--- src/rtl/pacote_ncl.sv ---
// Shared definitions for the NCL adder sequencer: rail codes, FSM states and
// binary <-> dual-rail conversion helpers.
package pacote_ncl;

  localparam logic [1:0] NULO   = 2'b00;
  localparam logic [1:0] DADO0  = 2'b01;
  localparam logic [1:0] DADO1  = 2'b10;
  localparam logic [1:0] ILEGAL = 2'b11;

  typedef enum logic [1:0] {
    ST_OCIOSO,
    ST_DADOS,
    ST_NULO,
    ST_RESPOSTA
  } estado_t;

  function automatic logic [1:0] codifica_bit(input logic bin);
    return bin ? DADO1 : DADO0;
  endfunction

  function automatic logic [7:0] codifica_dr(input logic [3:0] bin);
    logic [7:0] r;
    r = '0;
    for (int i = 0; i < 4; i++) r[2*i +: 2] = codifica_bit(bin[i]);
    return r;
  endfunction

  // Decodes the 5 adder output pairs {cout, soma[3:0]}; the true rail carries the value.
  function automatic logic [4:0] decodifica_dr(input logic [9:0] dr);
    logic [4:0] r;
    r = '0;
    for (int i = 0; i < 5; i++) r[i] = (dr[2*i +: 2] == DADO1);
    return r;
  endfunction

endpackage

--- src/rtl/detector_completude.sv ---
// Completion detector over N dual-rail pairs: all-valid, all-null and any-illegal.
module detector_completude
  import pacote_ncl::*;
#(
  parameter int N = 5
) (
  input  logic [2*N-1:0] i_dr,
  output logic           o_completo,
  output logic           o_nulo,
  output logic           o_ilegal
);

  always_comb begin
    o_completo = 1'b1;
    o_ilegal   = 1'b0;
    for (int i = 0; i < N; i++) begin
      if (i_dr[2*i +: 2] == NULO || i_dr[2*i +: 2] == ILEGAL) o_completo = 1'b0;
      if (i_dr[2*i +: 2] == ILEGAL) o_ilegal = 1'b1;
    end
  end

  assign o_nulo = (i_dr == '0);

endmodule

--- src/rtl/somador_4bits.sv ---
// Dual-rail 4-bit ripple adder; every output pair stays NULL until all of its inputs are DATA.
module somador_4bits (
  input  logic [7:0] i_a_dr,
  input  logic [7:0] i_b_dr,
  input  logic [1:0] i_cin_dr,
  output logic [7:0] o_soma_dr,
  output logic [1:0] o_cout_dr
);

  // Returns {soma1, soma0, carry1, carry0}; only full minterms, so NULL inputs give NULL outputs.
  function automatic logic [3:0] celula(input logic [1:0] a, input logic [1:0] b,
                                        input logic [1:0] c);
    logic s1, s0, c1, c0;
    s1 = (a[1] & b[1] & c[1]) | (a[1] & b[0] & c[0]) | (a[0] & b[1] & c[0]) | (a[0] & b[0] & c[1]);
    s0 = (a[0] & b[0] & c[0]) | (a[0] & b[1] & c[1]) | (a[1] & b[0] & c[1]) | (a[1] & b[1] & c[0]);
    c1 = (a[1] & b[1] & c[0]) | (a[1] & b[1] & c[1]) | (a[1] & b[0] & c[1]) | (a[0] & b[1] & c[1]);
    c0 = (a[0] & b[0] & c[0]) | (a[0] & b[0] & c[1]) | (a[0] & b[1] & c[0]) | (a[1] & b[0] & c[0]);
    return {s1, s0, c1, c0};
  endfunction

  logic [9:0] w_c;
  logic [3:0] w_cel;

  always_comb begin
    w_c       = '0;
    w_cel     = '0;
    o_soma_dr = '0;
    w_c[1:0]  = i_cin_dr;
    for (int i = 0; i < 4; i++) begin
      w_cel               = celula(i_a_dr[2*i +: 2], i_b_dr[2*i +: 2], w_c[2*i +: 2]);
      o_soma_dr[2*i +: 2] = w_cel[3:2];
      w_c[2*i+2 +: 2]     = w_cel[1:0];
    end
    o_cout_dr = w_c[9:8];
  end

endmodule

--- src/rtl/sequenciador_somador_ncl.sv ---
// Clocked front end for the self-timed adder: round-robin arbitration, NCL DATA/NULL
// sequencing with timeout, and a single valid/ready response channel.
module sequenciador_somador_ncl
  import pacote_ncl::*;
#(
  parameter int TIMEOUT_CICLOS = 15
) (
  input  logic       clk,
  input  logic       rst,
  input  logic [1:0] req_valid,
  output logic [1:0] req_ready,
  input  logic [3:0] req_a0,
  input  logic [3:0] req_b0,
  input  logic       req_cin0,
  input  logic [3:0] req_a1,
  input  logic [3:0] req_b1,
  input  logic       req_cin1,
  output logic       rsp_valid,
  input  logic       rsp_ready,
  output logic       rsp_id,
  output logic [3:0] rsp_soma,
  output logic       rsp_cout,
  output logic       rsp_err
);

  localparam logic [7:0] LIMITE = 8'(TIMEOUT_CICLOS);

  estado_t    r_estado;
  logic [7:0] r_a_dr, r_b_dr;
  logic [1:0] r_cin_dr;
  logic [7:0] r_timer;
  logic       r_ultimo;
  logic       r_valid, r_id, r_cout, r_err;
  logic [3:0] r_soma;

  logic [1:0] w_grant;
  logic       w_aceita, w_sel, w_cin_sel;
  logic [3:0] w_a_sel, w_b_sel;
  logic [7:0] w_soma_dr;
  logic [1:0] w_cout_dr;
  logic [9:0] w_saida_dr;
  logic [4:0] w_saida_bin;
  logic       w_completo, w_nulo, w_ilegal, w_expirou;

  // On a tie the requester not granted last wins.
  always_comb begin
    w_grant = 2'b00;
    case (req_valid)
      2'b01:   w_grant = 2'b01;
      2'b10:   w_grant = 2'b10;
      2'b11:   w_grant = r_ultimo ? 2'b01 : 2'b10;
      default: w_grant = 2'b00;
    endcase
  end

  assign req_ready = (r_estado == ST_OCIOSO && !rst) ? w_grant : 2'b00;
  assign w_aceita  = |req_ready;
  assign w_sel     = req_ready[1];
  assign w_a_sel   = w_sel ? req_a1 : req_a0;
  assign w_b_sel   = w_sel ? req_b1 : req_b0;
  assign w_cin_sel = w_sel ? req_cin1 : req_cin0;

  somador_4bits u_somador (
    .i_a_dr   (r_a_dr),
    .i_b_dr   (r_b_dr),
    .i_cin_dr (r_cin_dr),
    .o_soma_dr(w_soma_dr),
    .o_cout_dr(w_cout_dr)
  );

  assign w_saida_dr  = {w_cout_dr, w_soma_dr};
  assign w_saida_bin = decodifica_dr(w_saida_dr);
  assign w_expirou   = (r_timer == LIMITE);

  detector_completude #(.N(5)) u_detector (
    .i_dr      (w_saida_dr),
    .o_completo(w_completo),
    .o_nulo    (w_nulo),
    .o_ilegal  (w_ilegal)
  );

  always_ff @(posedge clk) begin
    if (rst) begin
      r_estado <= ST_OCIOSO;
      r_a_dr   <= '0;
      r_b_dr   <= '0;
      r_cin_dr <= NULO;
      r_timer  <= '0;
      r_ultimo <= 1'b1;
      r_valid  <= 1'b0;
      r_id     <= 1'b0;
      r_soma   <= '0;
      r_cout   <= 1'b0;
      r_err    <= 1'b0;
    end else begin
      case (r_estado)
        ST_OCIOSO: begin
          if (w_aceita) begin
            r_a_dr   <= codifica_dr(w_a_sel);
            r_b_dr   <= codifica_dr(w_b_sel);
            r_cin_dr <= codifica_bit(w_cin_sel);
            r_id     <= w_sel;
            r_ultimo <= w_sel;
            r_soma   <= '0;
            r_cout   <= 1'b0;
            r_err    <= 1'b0;
            r_timer  <= '0;
            r_estado <= ST_DADOS;
          end
        end
        ST_DADOS: begin
          if (w_ilegal || w_completo || w_expirou) begin
            r_a_dr   <= '0;
            r_b_dr   <= '0;
            r_cin_dr <= NULO;
            r_timer  <= '0;
            r_estado <= ST_NULO;
            if (w_ilegal || !w_completo) r_err <= 1'b1;
            if (!w_ilegal && w_completo) begin
              r_soma <= w_saida_bin[3:0];
              r_cout <= w_saida_bin[4];
            end
          end else begin
            r_timer <= r_timer + 8'd1;
          end
        end
        ST_NULO: begin
          if (w_nulo || w_expirou) begin
            if (!w_nulo) r_err <= 1'b1;
            r_timer  <= '0;
            r_valid  <= 1'b1;
            r_estado <= ST_RESPOSTA;
          end else begin
            r_timer <= r_timer + 8'd1;
          end
        end
        ST_RESPOSTA: begin
          if (rsp_ready) begin
            r_valid  <= 1'b0;
            r_err    <= 1'b0;
            r_timer  <= '0;
            r_estado <= ST_OCIOSO;
          end
        end
        default: r_estado <= ST_OCIOSO;
      endcase
    end
  end

  assign rsp_valid = r_valid;
  assign rsp_id    = r_id;
  assign rsp_soma  = r_soma;
  assign rsp_cout  = r_cout;
  assign rsp_err   = r_err;

endmodule

--- config.mk ---
export PLATFORM = sky130hd
export DESIGN_NAME = sequenciador_somador_ncl
export DESIGN_NICKNAME = d
export VERILOG_FILES = /design/src/rtl/pacote_ncl.sv /design/src/rtl/detector_completude.sv /design/src/rtl/somador_4bits.sv /design/src/rtl/sequenciador_somador_ncl.sv
export SDC_FILE = /design/constraint.sdc
export NUM_CORES = 1
export LEC_CHECK = 0
export CORE_ASPECT_RATIO = 0.6
export CORE_UTILIZATION = 44
export DETAILED_ROUTE_END_ITERATION = 8
export MAX_ROUTING_LAYER = met4
export PLACE_DENSITY_LB_ADDON = 0.1
export SLEW_MARGIN = 20
export SYNTH_ARGS = -nofsm -noshare
export SYNTH_HDL_FRONTEND = slang
export SYNTH_SLANG_ARGS = --single-unit
--- constraint.sdc ---
create_clock -name clk -period 4.5 [get_ports clk]
set_input_delay 0.45 -clock clk [delete_from_list [all_inputs] [get_ports clk]]
set_output_delay 0.45 -clock clk [all_outputs]
set_load 0.01 [all_outputs]
# Word-level counts from Yosys, hierarchy flattened
# Index checks and enable logic that the tools add are counted.
# totals
regBits	37
inputBits	23
output_inout_bits	10
wordCells	222
# classes
add_sub_neg	1
eq_ne	24
n_mux	59
bitwise	96
n_reduce_logical	31
# ops
op	count
$mux W8	7
$and A1 B1 Y1	48
$or A1 B1 Y1	48
$mux W2	17
$pmux W8 S2	2
$pmux W8 S4	1
$eq A2 B2 Y1 const B	14
$mux W1	20
$mux W4	5
$ne A2 B2 Y1 const B	7
$logic_not A2 Y1	6
$logic_not A10 Y1	1
$logic_or A1 B1 Y1	9
$add A8 B1 Y8 const B	1
$eq A8 B4 Y1 const B	1
$pmux W2 S4	1
$pmux W4 S2	1
$reduce_and A4 Y1	2
$pmux W2 S3	1
$reduce_and A3 Y1	2
$reduce_and A6 Y1	1
$eq A2 B1 Y1 const B	2
$pmux W1 S2	2
$pmux W1 S4	1
6 further kinds	11

# Depth between registers and ports, before layout
# depth
ltp_word	26
ltp_mapped	17
ltp_nobuf	15

# Cells and area by module
# Synthesis repeated with hierarchy kept, for this count alone.
# hier_totals
hier_cells	284
area_unflattened_um2	2501.1
# by_module_without_submodules
module	instances	cells_each	area_per_inst_um2	seq_area_each_um2
sequenciador_somador_ncl	1	203	1968.1	740.7
somador_4bits	1	52	332.8	0.0
detector_completude	1	29	200.2	0.0

# Least setup slack after synthesis
# No wires, ideal clock.
# synth_path
path_type	reg-to-reg
start	register r_b_dr[0]
end	register r_err (netlist: rsp_err)
setup_ns	0.128
arrival_time_ns	3.442
t_required_ns	4.372
path_slack_ns	0.930
stages_incl_launch_ff	17
n_path_buf	1
synth_period_minus_slack_ns	3.570
cell_sequence	dfxtp_1 buf_6 o211ai_2 nand3_2 a311oi_2 nand2_1 a31o_1 a22o_1 a22o_1 ha_1 or4_1 nor2_1 o31a_1 nand2_1 a211oi_1 mux2i_1 nor2_1
# synth_between
elab_chain_cells	25
word_cells_on_any_way	113
cone_classes	eq/ne (9); mux (10); bitwise (77); reduce/logical (17)
# synth_lines
element	line	text
start: declaration	sequenciador_somador_ncl.sv:29	logic [7:0] r_a_dr, r_b_dr;
start signal: assignment	sequenciador_somador_ncl.sv:100	r_b_dr <= codifica_dr(w_b_sel);
$and A1 B1 Y1	somador_4bits.sv:14, somador_4bits.sv:15, somador_4bits.sv:17	
$and A1 B1 Y1 (on tied branches)	somador_4bits.sv:15, somador_4bits.sv:17, somador_4bits.sv:14	
$or A1 B1 Y1 (3 in a row)	somador_4bits.sv:17	c0 = (a[0] & b[0] & c[0]) | (a[0] & b[0] & c[1]) | (a[0] & b[1] & c[0]) | (a[1] & b[0] & c[0]);
$and A1 B1 Y1 (on tied branches)	somador_4bits.sv:15, somador_4bits.sv:17, somador_4bits.sv:16	
$or A1 B1 Y1 (on tied branches) (3 in a row)	somador_4bits.sv:17, somador_4bits.sv:16	
$and A1 B1 Y1 (on tied branches)	--	
$or A1 B1 Y1 (on tied branches) (3 in a row)	somador_4bits.sv:17, somador_4bits.sv:16	
$and A1 B1 Y1 (on tied branches)	--	
$or A1 B1 Y1 (on tied branches) (3 in a row)	somador_4bits.sv:15, somador_4bits.sv:14	
$eq A2 B2 Y1 or $logic_not A2 Y1 (tied branches)	detector_completude.sv:17, detector_completude.sv:18	
$logic_or A1 B1 Y1	detector_completude.sv:17	if (i_dr[2*i +: 2] == NULO || i_dr[2*i +: 2] == ILEGAL) o_completo = 1'b0;
$mux W1 (2 in a row)	detector_completude.sv:17	
$logic_not A1 Y1 or $logic_or A1 B1 Y1 (tied branches)	sequenciador_somador_ncl.sv:118, sequenciador_somador_ncl.sv:112	
$logic_or A1 B1 Y1 (on tied branches)	sequenciador_somador_ncl.sv:118, sequenciador_somador_ncl.sv:112	
$ne A2 B2 Y1 (no source line)	--	
$reduce_and A6 Y1 (no source line) (*)	--	
end signal: assignment	sequenciador_somador_ncl.sv:118	if (w_ilegal || !w_completo) r_err <= 1'b1;
end signal: assignment	sequenciador_somador_ncl.sv:129	if (!w_nulo) r_err <= 1'b1;
end signal: assignment	sequenciador_somador_ncl.sv:140	r_err <= 1'b0;
end: declaration	sequenciador_somador_ncl.sv:33	logic r_valid, r_id, r_cout, r_err;
# Every way passes the cells marked *; elsewhere a longest branch is shown, timed or not.
# A chain may end at the register's enable or synchronous reset.

# Final worst setup path
# layout_path
start	register r_b_dr[0]
end	register r_soma[2] (netlist: rsp_soma[2])
# layout_between
elab_chain_cells	25
word_cells_on_any_way	113
cone_classes	eq/ne (8); mux (13); bitwise (77); reduce/logical (15)
# layout_lines
element	line	text
$and A1 B1 Y1	somador_4bits.sv:14, somador_4bits.sv:15, somador_4bits.sv:17	
$and A1 B1 Y1 (on tied branches)	somador_4bits.sv:15, somador_4bits.sv:17, somador_4bits.sv:14	
$or A1 B1 Y1 (3 in a row)	somador_4bits.sv:17	
$and A1 B1 Y1 (on tied branches)	somador_4bits.sv:15, somador_4bits.sv:17, somador_4bits.sv:16	
$or A1 B1 Y1 (on tied branches) (3 in a row)	somador_4bits.sv:17, somador_4bits.sv:16	
$and A1 B1 Y1 (on tied branches)	--	
$or A1 B1 Y1 (on tied branches) (3 in a row)	somador_4bits.sv:17, somador_4bits.sv:16	
$and A1 B1 Y1 (on tied branches)	--	
$or A1 B1 Y1 (on tied branches) (3 in a row)	somador_4bits.sv:15, somador_4bits.sv:14	
$eq A2 B2 Y1 or $logic_not A2 Y1 (tied branches)	detector_completude.sv:17, detector_completude.sv:18	
$logic_or A1 B1 Y1	detector_completude.sv:17	
$mux W1 (2 in a row)	detector_completude.sv:17	
$logic_or A1 B1 Y1 (2 in a row)	sequenciador_somador_ncl.sv:112	if (w_ilegal || w_completo || w_expirou) begin
$ne A2 B2 Y1 (no source line)	--	
$reduce_and A4 Y1 (no source line)	--	
end signal: assignment	sequenciador_somador_ncl.sv:120	r_soma <= w_saida_bin[3:0];
end: declaration	sequenciador_somador_ncl.sv:34	logic [3:0] r_soma;
# Several ways; a longest one is shown, not always the timed one. The select of a mux whose other input is x is not followed.

==> reports/results.tsv <==
stage	metric	value	unit
outcome	outcome	finished, final reports clean	
setup_path	end_kind	register	
drt	top_layer_used	met4	
grt	first_global_vias	1781	
floorplan	die-height	57.6	um
sta	rsz0062_at_grt	false	
sta	fin_worst_skew	0.00400	ns
sta	worst_slew_pin_slew	0.598	ns
drt	dr_wl_met2	2010	um
drt	drcViolationCount	0	
drt	wl	5150	um
synthesis	syn_area	2270	um^2
grt	grt_pass1_wl	8760	um
drt	drtIter0Drc	59	
clocking	cts.htree.levels	2	
setup_path	crit_path_max_incr_delay	0.49	ns
sta	hold_viol_final	0	
hold_path	hp-start	rsp_cout	
floorplan	core	4750	um^2
placement	place_ws	0.500	ns
sta	slew_headroom	60.0	%
floorplan	start_util	47.7	%
power_and_ir_drop	power_density	454	nW/um^2
sta	fin_crit	4.02	ns
grt	antenna_found_initial	0	
drt	drtAntennaViolNets	0	
floorplan	dieArea	5460	um^2
synthesis	ys.flop_type	dfxtp_1	
power_and_ir_drop	max-vdd-ir-drop	0.243	mV
setup_path	cp-start-kind	register	
synthesis	synthMuxAreaShare	4.85	%
synthesis	yosysSeqAreaShare	32.6	%
drt	via_per_inst	5.54	
clocking	cts_buffers	5	
sta	fmax	249	MHz
synthesis	synthTopCellsByCount	45 x nor2_1, 37 x dfxtp_1, 21 x nand2_1, 20 x ha_1, 17 x a21oi_1	
finish	synthToLayoutAreaGrowth	20.8	%
drt	route.met3.wl	271	um
power_and_ir_drop	total_power	1.24	mW
power_and_ir_drop	switching_share	41.3	%
synthesis	synth_top_area_cell	dfxtp_1	
power_and_ir_drop	combPwrFrac	41.3	%
synthesis	synth_area_leaders	dfxtp_1 33%, ha_1 11%, nor2_1 7.4%	
clocking	post_cts_buffers	0	
floorplan	die-width	94.7	um
sta	tns	0	ns
synthesis	syn_inst	274	
grt	grt_max_degree	20	
clocking	clk_pin_slew	0.07	ns
power_and_ir_drop	netSwitchingPower	0.514	mW
sta	slew_violations	0	
grt	grt_util_all_layers	21.6	%
synthesis	yosysWarnings	0	
synthesis	synth_top_area_share	32.6	%
finish	drive_above_1_share	5.56	%
clocking	cts.sinks	37	
drt	routedWlPerCell	14.0	um
synthesis	yosys.area_share.simple	22.0	%
clocking	cts_tree	yes	
setup_path	cp_max_fo	11	
setup_path	path_cells	o211ai_2, a31oi_1, a311oi_2, nand2_1, a31o_1, a22o_1, a22oi_1, ha_1, or4_1, nor2_1, o31a_1, nand3b_1, nand3_1, a21oi_1	
synthesis	synth_edf_count	0	
synthesis	synth_nets	317	
synthesis	synth_compound_area_share	22.8	%
placement	port_buffers	32	
setup_path	arrival	4.16	ns
synthesis	synth_top_family_by_area	compound AO/OA/AOI/OAI gates	
clocking	clk_root_buffer_cell	clkbuf_8	
placement	gp_congestion	0.826	
placement	hpwl	4020	um
sta	holdWs	0.450	ns
sta	timing.final.crit_share	89.2	%
power_and_ir_drop	pwr-share-seq	40.1	%
finish	n_antenna_cell	0	
synthesis	synth_xor_xnor_area_share	2.70	%
drt	wirelength_met1	2850	um
floorplan	io_pins	33	
setup_path	required	4.64	ns
power_and_ir_drop	clock_power_share	18.6	%
synthesis	synth_seq_cells	37	
drt	vias	2045	
clocking	clock_path_buffers	2	
power_and_ir_drop	p_int	0.731	mW
synthesis	syn_area_per_cell	8.28	um^2
clocking	ctsHoldBuffers	0	
sta	setup_viol	0	
drt	firstDrtPassIters	4	
flow_run	max_cap_violations	0	
clocking	cts-resized-gates	0	
setup_path	critPathKind	reg -> reg	
clocking	clock_latency	0.28	ns
synthesis	yosysUniqueCellTypes	47	
setup_path	r2r_start	r_b_dr[0]	
power_and_ir_drop	leakage	1.04	nW
finish	nets	349	
placement	dp_cells	362	
setup_path	critical_path.slowest_cell	or4_1	
finish	final_cells	369	
grt	grt.overflow.total	0	
hold_path	hold_path.class	reg -> reg	
synthesis	synth_most_common_cell	nor2_1	
floorplan	rows	19	
synthesis	synth_fa_ha_area_share	11.0	%
setup_path	crit_buf_inv	0	
synthesis	postSynth.asyncResetShare	0	%
sta	setup_slack	0.484	ns
setup_path	crit_family	compound AO/OA/AOI/OAI gates	
setup_path	critPathLaunch	r_b_dr[0]	
finish	n_fill_cell	443	
-- layer usage --
metal  vias up  track usage, %
met5         -               -
met1       935            34.0
met3         2            4.72
met2        57            27.1
li1       1051               -
met4         0            4.55
-- worst paths after layout --
path / end / depth (start not counted) / slack, ns
max: rsp_soma[2] / 14 / 0.48
min: rsp_cout / 2 / 0.45
max reg2reg: rsp_soma[2] / 14 / 0.48
min reg2reg: rsp_cout / 2 / 0.45
-- cell families (layout without fill, tap and decap cells) --
| logic type | after synthesis | count (layout) |
|---|---|---|
| mux | 11 | 11 |
| simple gates | 107 | 107 |
| flops | 37 | 37 |
| fa+ha+maj | 20 | 20 |
| compound gates | 71 | 71 |
| buf+inv | 21 | 53 |
| xor+xnor | 7 | 7 |
-- worst register-to-register path: cells and delay by family (launching register included) --
| family | cells | cell delay (ns) |
|---|---|---|
| flip-flops | 1 | 0.38 |
| adder cells (fa/ha/maj) | 1 | 0.28 |
| AND/OR/NAND/NOR | 5 | 1.40 |
| AO/OA/AOI/OAI | 8 | 1.81 |
-- state kept, by name, summed over array words and instances (netlist names) --
name / count
r_a_dr: 8
r_b_dr: 8
r_timer: 8
rsp_soma: 4
r_cin_dr: 2
r_estado: 2
r_ultimo: 1
rsp_cout: 1
rsp_err: 1
rsp_id: 1
rsp_valid: 1
-- stage by stage --
step / cell area (um^2) / utilization [%]
3_3_place_gp: 2660 / 55.8
4_1_cts: 2740 / 57.7
2_1_floorplan: 2270 / -
5_1_grt: 2740 / 57.7
6_report: 2740 / 57.7
3_5_place_dp: 2660 / 55.8
-- area by class of cell --
cell class	instances	area (um^2)	share of cell area, %
multi-input combinational	216	1440	52.7
sequential	37	741	27.0
timing repair buffer	37	358	13.1
clock buffer	7	86.3	3.15
tap	63	78.8	2.88
inverter	9	33.8	1.23
-- power by group through the flow --
stage | logic [mW] | clock network [mW] | registers, mW
after floorplan | 0.368 | 0 | 0.476
after global placement | 0.508 | 0 | 0.503
after detailed placement | 0.510 | 0 | 0.504
after CTS | 0.513 | 0.239 | 0.497
after global routing | 0.566 | 0.258 | 0.514
final | 0.514 | 0.231 | 0.499
-- cells in the final DEF, fill, tap and decap left out, types with 11 or more instances in the layout --
master and count:
dfxtp_1 37, ha_1 20, a21oi_1 17, nand3_1 16, a22oi_1 14, nand2_1 21
clkdlybuf4s50_1 32, nor2_1 45, a22o_1 13, mux2i_1 11
(Power assumes the default switching activity.)
==> edit (same settings) <==
Re-encode `estado_t` (4 values) as one-hot, 4 bits wide.
--- a/src/rtl/pacote_ncl.sv
+++ b/src/rtl/pacote_ncl.sv
@@ -8,9 +8,9 @@
   localparam logic [1:0] ILEGAL = 2'b11;
 
-  typedef enum logic [1:0] {
-    ST_OCIOSO,
-    ST_DADOS,
-    ST_NULO,
-    ST_RESPOSTA
+  typedef enum logic [3:0] {
+    ST_OCIOSO   = 4'b0001,
+    ST_DADOS    = 4'b0010,
+    ST_NULO     = 4'b0100,
+    ST_RESPOSTA = 4'b1000
   } estado_t;
 
Formal check against the unedited RTL: no difference found for any inputs over 10 cycles, from zero or initial values and one cycle with rst high; not proved beyond that.
==> edit against the unedited design <==
  * Sequential cell count up 2
  * First-iteration DRC count grew 49%
  * Routed wire length up 7.6%
  * Cell area up 2.7%
  * Critical endpoint is now rsp_err
  * Area after synthesis increased by 4.9%
  * Utilization down 2.8 points
  * Critical path depth up 2
  * Highest routed layer unchanged
  * Setup slack got worse by 56 ps
Power is not compared: it rests on default switching activity, and its combinational part moved more than twofold at a synthesized area within 25%.
==> edit: results (changes against the unedited design) <==
Parameter                              Value

Flow run
  Total of max-cap violations    0 (unchanged)

Clock network
  Clk Latency, worst-skew pair    290 ps
  Clock edge transition at the registers on the reported setup and hold paths    ~80 ps
  CTS Buffer Depth    2 (unchanged)
  Number of resized instances in the post-cts repair step    0 (unchanged)
  Total setup buffers inserted after CTS    0 (unchanged)
  Number of H-tree levels    2 (unchanged)
  Root Buffer    clkbuf_8
  Number of CTS-inserted buffers    5 (unchanged)

GRT
  Wire length of the first global-routing pass    8.92 mm (+1.8%)
  Pin count of the biggest net entering global routing    28 (+40%)
  Global-route total usage across every layer    0.206 (-0.00965)
  Antenna violations before repair    0 (unchanged)
  Vias in the first global route    1800 (+1.1%)

Worst setup path
  Critical path fanouts, max    10 (-1)
  Largest incremental delay on the critical path    470 ps (-20 ps)
  CP top delay family    simple AND/OR/NAND/NOR gates
  Slowest library cell on the worst path    or4_1
  Worst path arrival time    4270 ps (+110 ps)

Synth
  Sequential area share after synthesis    0.328 (+0.00173)
  Asr flop ratio synth    0 (unchanged)
  Most area-consuming cells after synthesis    dfxtp_1, nor2_1, ha_1
  Most numerous cell types in the synthesized netlist    nor2_1, dfxtp_1, a21oi_1, nand2_1
  Yosys synthesis warning count    0 (unchanged)
  Synth unique cells    42 (-11%)
  Syn avg cell area    7.80 µm² (-5.8%)
  Syn Nets    344 (+8.5%)

Detailed routing
  DRT iter0 DRCs    88 (+49%)
  Wirelength, routed    5.54 mm (+7.6%)
  Total number of vias    2232 (+9.1%)
  DRT Pass-1 Iters    5 (+1)
  Mean number of vias per cell    5.62 (+1.4%)

STA
  Clk_skew    7.21 ps (+3.21 ps)
  Max-Slew Margin vs Limit    0.440 (-0.160)

Power and ir drop
  Pint    0.556 mW
  Leakage    1.13 nW
  Max rail drop VDD    0.136 mV

Layout
  Share of final-layout standard cells stronger than drive strength 1    0.0604 (+0.00487)
  Largest regs    r_a_dr x8, r_b_dr x8, r_timer x8
  Nets    370 (+6.0%)
  N_diodes    0 (unchanged)

Placement
  GP Congestion    0.810 (-1.9%)
  Detail Placement HPWL    4.12 mm (+2.4%)
  Pre-CTS setup slack    444 ps (-55.6 ps)
  Count of input and output buffers    32 (unchanged)
  Number of cells in the design after placement    390 (+7.7%)

Hold path
  Worst hold path class    reg2reg

Status
  Result of the run    finished, final reports clean
-- edit: cell types whose count changed after synthesis, moves of 4 or more --
cell	change
a21oi_1	+11
o22ai_1	+5
a31oi_1	+5
xor2_1	-4
nor2_1	+11
ha_1	-4
nand2_1	+4
o21ai_0	+4
a22o_1	-4
-- edit: worst paths after layout --
check / from / end / slack, ps / cells past startpoint
worst max-delay path: r_b_dr[0] / rsp_err / 430 / 16
worst min-delay path: rsp_soma[0] / rsp_soma[0] / 450 / 2
worst max register to register: r_b_dr[0] / rsp_err / 430 / 16
worst min register to register: rsp_soma[0] / rsp_soma[0] / 450 / 2
-- edit: cell type report --
cell class                 count  area, µm²
fill                         509       2310
sequential                    39        781
clock buffer                   6       82.6
tap                           66       82.6
multi-input combinational    239       1490
clock inverter                 1       5.00
timing repair buffer          34        335
inverter                      12       45.0
-- edit: power by group through the flow --
stage / Sequential, mW / Combinational, mW / Clock (mW)
after global placement: 0.405 / 0.154 / 0
final: 0.398 / 0.156 / 0.241
after floorplan: 0.394 / 0.108 / 0
after global routing: 0.403 / 0.172 / 0.265
after detailed placement: 0.405 / 0.156 / 0
after CTS: 0.397 / 0.156 / 0.248
-- edit: metrics by stage --
stage               instance area [µm²]  power (mW)  hold WS (ps)
global placement                   2730       0.559           442
finish                             2820       0.796           452
CTS                                2820       0.802           455
detailed placement                 2730       0.561           446
global route                       2820       0.839           487
floorplan                          2380       0.502           444
-- edit: kinds of logic (layout without fill, tap and decap cells) --
| kind of cell | count (synthesis) | in the layout | share of synthesized area |
|---|---|---|---|
| compound gates | 87 | 87 | 0.239 |
| simple gates | 125 | 125 | 0.253 |
| buf+inv | 27 | 53 | 0.0505 |
| mux | 10 | 10 | 0.0421 |
| fa+ha+maj | 16 | 16 | 0.0841 |
| xor+xnor | 1 | 1 | 0.00368 |
| flops | 39 | 39 | 0.328 |
-- edit: tightest hold or removal path, delay by kind of cell, from the launching register on --
family,cells,cell delay [ps]
compound gates,1,50
flops,1,310
simple gates,1,50
-- edit: layer usage --
metal	vias up	GRT usage	part of all wire
li1	1150	-	-
met1	1004	0.325	0.57
met2	73	0.258	0.36
met3	5	0.0392	0.067
met4	0	0.0512	0.0072
met5	-	-	0
